### src/rtl/pll_freq_lock_ctrl.sv
// Digital frequency-lock loop: counts synchronised feedback edges per
// reference window and steers a saturating DCO control word.
module pll_freq_lock_ctrl #(
  parameter int CTRL_W      = 8,
  parameter int CNT_W       = 12,
  parameter int WIN_CYC     = 4,
  parameter int LOCK_CNT    = 4,
  parameter int SYNC_STAGES = 2
) (
  input  logic              clk,
  input  logic              rst_n,
  input  logic              ena,
  input  logic              ref_in,
  input  logic              fb_in,
  input  logic [CNT_W-1:0]  mult,
  input  logic [1:0]        gain_sel,
  input  logic [3:0]        tol,
  output logic [CTRL_W-1:0] dco_ctrl,
  output logic              locked,
  output logic              err_valid,
  output logic [CNT_W:0]    err_out,
  output logic [1:0]        state
);

  localparam int RW = $clog2(WIN_CYC + 1);
  localparam int LW = $clog2(LOCK_CNT + 1);
  localparam int SW =
    ((CTRL_W > CNT_W + 1) ? CTRL_W : CNT_W + 1) + 2;

  typedef enum logic [1:0] {
    IDLE  = 2'd0,
    ARM   = 2'd1,
    COUNT = 2'd2
  } state_t;

  state_t st, st_nx;

  logic [SYNC_STAGES-1:0] ref_sync, fb_sync;
  logic                   ref_old, fb_old;
  logic                   ref_rise, fb_rise;

  logic [RW-1:0]    ref_cnt;
  logic [CNT_W-1:0] fb_cnt, fb_sat, cap, mult_q;
  logic             upd, close;
  logic [LW-1:0]    lock_cnt, lock_nx;

  logic signed [CNT_W:0] err, sh, step;
  logic        [CNT_W:0] mag;
  logic                  in_tol;
  logic signed [SW-1:0]  sum;
  logic [CTRL_W-1:0]     dco_nx;

  assign ref_rise = ref_sync[SYNC_STAGES-1] & ~ref_old;
  assign fb_rise  = fb_sync[SYNC_STAGES-1] & ~fb_old;
  assign state    = st;

  always_ff @(posedge clk) begin
    if (!rst_n) begin
      ref_sync <= '0;
      fb_sync  <= '0;
      ref_old  <= 1'b0;
      fb_old   <= 1'b0;
    end else begin
      ref_sync <= {ref_sync[SYNC_STAGES-2:0], ref_in};
      fb_sync  <= {fb_sync[SYNC_STAGES-2:0], fb_in};
      ref_old  <= ref_sync[SYNC_STAGES-1];
      fb_old   <= fb_sync[SYNC_STAGES-1];
    end
  end

  always_ff @(posedge clk) begin
    if (!rst_n) st <= IDLE;
    else        st <= st_nx;
  end

  always_comb begin
    st_nx = st;
    unique case (st)
      IDLE:    st_nx = ARM;
      ARM:     if (ref_rise) st_nx = COUNT;
      COUNT:   st_nx = COUNT;
      default: st_nx = IDLE;
    endcase
    if (!ena) st_nx = IDLE;
  end

  assign fb_sat = (&fb_cnt) ? fb_cnt : fb_cnt + 1'b1;
  assign close  = (st == COUNT) && ena && ref_rise &&
                  (ref_cnt == RW'(WIN_CYC - 1));

  // A feedback edge coincident with the closing reference edge
  // belongs to the window being closed.
  always_ff @(posedge clk) begin
    if (!rst_n) begin
      ref_cnt <= '0;
      fb_cnt  <= '0;
      cap     <= '0;
      mult_q  <= '0;
      upd     <= 1'b0;
    end else begin
      upd <= 1'b0;
      if (st != COUNT || !ena) begin
        ref_cnt <= '0;
        fb_cnt  <= '0;
      end else if (close) begin
        cap     <= fb_rise ? fb_sat : fb_cnt;
        mult_q  <= mult;
        ref_cnt <= '0;
        fb_cnt  <= '0;
        upd     <= 1'b1;
      end else begin
        if (ref_rise) ref_cnt <= ref_cnt + RW'(1);
        if (fb_rise)  fb_cnt  <= fb_sat;
      end
    end
  end

  always_comb begin
    err  = $signed({1'b0, mult_q}) - $signed({1'b0, cap});
    sh   = err >>> gain_sel;
    step = sh;
    if (err != '0 && sh == '0)
      step = err[CNT_W] ? '1 : (CNT_W+1)'(1);
    sum = $signed({{(SW-CTRL_W){1'b0}}, dco_ctrl}) +
          $signed({{(SW-CNT_W-1){step[CNT_W]}}, step});
    if (sum[SW-1])
      dco_nx = '0;
    else if (|sum[SW-2:CTRL_W])
      dco_nx = '1;
    else
      dco_nx = sum[CTRL_W-1:0];
    mag     = err[CNT_W] ? -err : err;
    in_tol  = mag <= {{(CNT_W-3){1'b0}}, tol};
    lock_nx = '0;
    if (in_tol)
      lock_nx = (lock_cnt == LW'(LOCK_CNT)) ?
                lock_cnt : lock_cnt + LW'(1);
  end

  always_ff @(posedge clk) begin
    if (!rst_n) begin
      dco_ctrl  <= {1'b1, {(CTRL_W-1){1'b0}}};
      err_out   <= '0;
      err_valid <= 1'b0;
      lock_cnt  <= '0;
      locked    <= 1'b0;
    end else begin
      err_valid <= upd;
      if (upd) begin
        err_out  <= err;
        dco_ctrl <= dco_nx;
      end
      if (!ena || st == IDLE) begin
        lock_cnt <= '0;
        locked   <= 1'b0;
      end else if (upd) begin
        lock_cnt <= lock_nx;
        locked   <= (lock_nx == LW'(LOCK_CNT));
      end
    end
  end

endmodule

### config.mk
export PLATFORM = sky130hd
export DESIGN_NAME = pll_freq_lock_ctrl
export DESIGN_NICKNAME = d
export VERILOG_FILES = /design/src/rtl/pll_freq_lock_ctrl.sv
export SDC_FILE = /design/constraint.sdc
export NUM_CORES = 1
export LEC_CHECK = 0
export ABC_AREA = 1
export CORE_ASPECT_RATIO = 1.5
export CORE_UTILIZATION = 52
export CTS_CLUSTER_DIAMETER = 30
export CTS_CLUSTER_SIZE = 30
export DETAILED_ROUTE_END_ITERATION = 10
export PLACE_DENSITY = 0.77
export SYNTH_ARGS = -nofsm -noshare
export SYNTH_HDL_FRONTEND = slang
export SYNTH_SLANG_ARGS = --single-unit
### constraint.sdc
create_clock -name clk -period 4.4 [get_ports clk]
set_input_delay 0.66 -clock clk [delete_from_list [all_inputs] [get_ports clk]]
set_output_delay 0.66 -clock clk [all_outputs]
set_load 0.01 [all_outputs]
==> results by group <==
Outcome
  – Outcome: complete, no violations

Clock network
  – CTS root buf: clkbuf_16
  – H-tree depth: 3
  – CTS tree: built
  – CTS Buffer Depth: 2
  – Cts hold-fix bufs: 0
  – Worst-Skew Late Latency: 340 ps
  – Number of clock sinks: 74
  – Inserted Clock Buffers: 9
  – Reg clk slew, reported paths: 60 ps

GRT
  – Vias in the first global route: between 4000 and 5000
  – Gr usage total: between 20% and 30%
  – Largest net degree at the start of global routing: 33
  – First-pass GRT wire length: 20.2 mm
  – Initial antenna violation count: 0
  – Total congestion overflow: 0

Worst setup path
  – Slowest cell on the critical path: dfxtp_2
  – R2r startpoint: cap[1]
  – Startpoint Class: flip-flop
  – Most used cell, CP: nand2_1
  – Worst path arrival time: between 4000 and 5000 ps
  – Setup crit end kind: flip-flop
  – Reg2Reg Setup Slack: 220 ps
  – Max stage delay on crit path: 360 ps
  – Critical path launch point: cap[1]
  – R2R depth: 29
  – Reg-to-reg endpoint: dco_ctrl[6]
  – Worst-path maximum fanout: 8
  – CP endpoint: dco_ctrl[6]
  – Endpoint required time on the critical path: 4600 ps
  – Crit Path Class: reg -> reg

Layout
  – Register Area: ~0.0015 sq mm
  – Commonest non-fill, non-tap cells in the layout: 147 x nand2_1, 106 x inv_1, 70 x dfxtp_1
  – Filler instances: 758
  – Final Net Count: ~850
  – Share of cells above drive strength 1: between 10% and 20%
  – Area grow syn2layout: 28.4%
  – Inserted Diodes: 0
  – Final Cell Area: just over 0.006 sq mm
  – Commonest non-fill, non-tap cell in the layout: nand2_1
  – Multi-input gate area: 0.00308 sq mm

STA
  – Final hold vios: 0
  – Slew Limit Fails: 0
  – Fin worst setup slack: roughly 220 ps
  – Maximum operating frequency: between 200 and 250 MHz
  – Worst clock skew: 6.23 ps
  – Worst rel slew slack: 37.2%
  – Actual slew at the worst max-slew pin: around 940 ps
  – Fin crit period: 4180 ps
  – Final setup vio count: 0
  – Post-route clock period utilization: 95.0%

Detailed routing
  – DRT iter0 DRCs: ~280
  – DRC violation count after routing: 0
  – Routed vias: 4884
  – Drt pass-1 iters: 5
  – Avg WL per Cell: 13.9 um
  – Routed Antenna Nets: 0
  – Total routed wirelength: 12.6 mm
  – Vias per std cell: between 5 and 6

Logic synthesis
  – Compound-Gate Fraction of Synth Area: 13.2%
  – Register bit total from synthesis: 74
  – Synth Warn #: 0
  – Seq/Total Area, Yosys: a little over 30%
  – Post-Synth Simple-Gate Area: between 20% and 30%
  – Synth unique cells: 42
  – Largest family of logic cells by synthesized area: simple AND/OR/NAND/NOR gates
  – Syn Inst Count: ~720
  – Avg Cell Area, Syn: 6.75 sq um
  – Adder-Cell Fraction of Synth Area: under 10%
  – Multiplexer area fraction after synthesis: 0.414%
  – Cell Area, Synth: 0.00483 sq mm
  – Post-Syn Nets: 774
  – XOR/XNOR share of the synthesized area: 5.96%

Floorplanning
  – Io pins: 48
  – Die span in y: 120 um
  – Die Wd: roughly 81 um
  – Die ar.: 0.00969 sq mm
  – Core region area: just under 0.009 sq mm
  – Initial Utilization: ~54%
  – Number of placement rows: 42

Worst hold path
  – Hold Crit Class: reg -> reg

Power and ir drop
  – VDD IR-drop max: 0.291 mV
  – Leakage power: ~2.8 nW
  – Pwr/cell area: 251 mW/mm^2
  – Tot Pwr: 1.56 mW

Placed design
  – Dpl ws: -169 ps
  – Placed Area: between 0.005 and 0.006 sq mm
  – PortBufs: 47
  – Final RePlAce weighted congestion: 0.959
  – Post-DP HPWL: around 9.6 mm

Job
  – Max-cap violations: 0
-- routing by layer --
| layer | GRT usage [%] | vias up | share of wire, % |
|---|---|---|---|
| li1 | - | 2431 | - |
| met1 | 26.5 | 2264 | 37 |
| met2 | 50.7 | 133 | 54 |
| met3 | 4.03 | 56 | 3.1 |
| met4 | 15.5 | 0 | 5.6 |
| met5 | 0 | - | 0 |
-- kinds of logic (layout without fill, tap and decap cells) --
| kind of cell | count (synthesis) | after routing |
|---|---|---|
| fa+ha+maj | 35 | 35 |
| simple gates | 326 | 326 |
| buf+inv | 138 | 217 |
| flops | 74 | 74 |
| compound gates | 112 | 112 |
| mux | 2 | 2 |
| xor+xnor | 29 | 29 |
-- worst min path at each step --
stage	from	endpoint	cells after the start
2_1_floorplan	fb_sync[0]	fb_sync[1]	2
3_3_place_gp	ref_sync[0]	ref_sync[1]	2
3_5_place_dp	ref_sync[0]	ref_sync[1]	2
4_1_cts	ref_sync[1]	ref_old	2
5_1_grt	ref_sync[0]	ref_sync[1]	2
6_report	ref_sync[0]	ref_sync[1]	2
-- layout make-up --
class	instances	area share [%]
multi-input cells	504	49.6
flip-flops and latches	74	24.0
repair buffers	83	12.1
inverters	118	7.14
clock buffers	9	3.63
well taps	110	2.22
clock inverters	7	1.35
-- synth_stat cells (all sizes together) --
library cell / count / area, sq um
inv: 115 / 432
fa: 2 / 40.0
o22ai: 1 / 6.26
dfxtp: 74 / 1480
nor3: 8 / 40.0
nor4: 2 / 12.5
nand3: 51 / 270
a211oi: 1 / 7.51
nand4: 13 / 81.3
o21ai: 41 / 205
nor2: 82 / 333
xnor2: 8 / 77.6
a41oi: 1 / 8.76
nand3b: 2 / 15.0
and2: 1 / 6.26
mux2i: 2 / 20.0
xor2: 21 / 210
a31oi: 1 / 6.26
buf: 4 / 25.0
a21o: 1 / 7.51
o21bai: 2 / 15.0
or2: 2 / 12.5
o211ai: 18 / 135
a21oi: 46 / 245
ha: 33 / 413
nand2: 165 / 654
clkinv: 3 / 11.3
clkbuf: 16 / 60.1
-- flip-flops by register name (all words and copies together) (netlist names), 3 cells and up --
signal    cells
cap          12
fb_cnt       12
dco_ctrl      8
lock_cnt      3
err_out      13
mult_q       12
ref_cnt       3
-- metrics by stage --
step,TNS (ps),instances,util [%],hold WS [ps]
floorplan,0,716,-,390
global placement,-85.6,886,62.7,407
detailed placement,-1190,886,62.7,416
CTS,0,903,66.4,430
global route,-612,905,69.5,442
finish,0,905,69.5,426
-- power breakdown --
group	switching (mW)	internal [mW]
registers	0.00180	0.673
logic	0.0649	0.0548
clock network	0.312	0.449
total	0.379	1.18
-- worst max-delay path: cells and delay by family, from the launching register on --
kind            cells  cell delay [ps]
simple gates       16             1940
xor+xnor            1              220
buf+inv             5              310
compound gates      4              370
flops               1              360
fa+ha+maj           3              840
-- repair_timing --
item / CTS / global route
gates cloned: 0 / 0
hold endpoints to repair: 0 / 0
pin swaps: 1 / 24
endpoints found under the setup margin: 8 / 8
gates resized for setup: 4 / 62
setup buffers: 1 / 2
No activity file was read; power rests on OpenSTA's default activity.
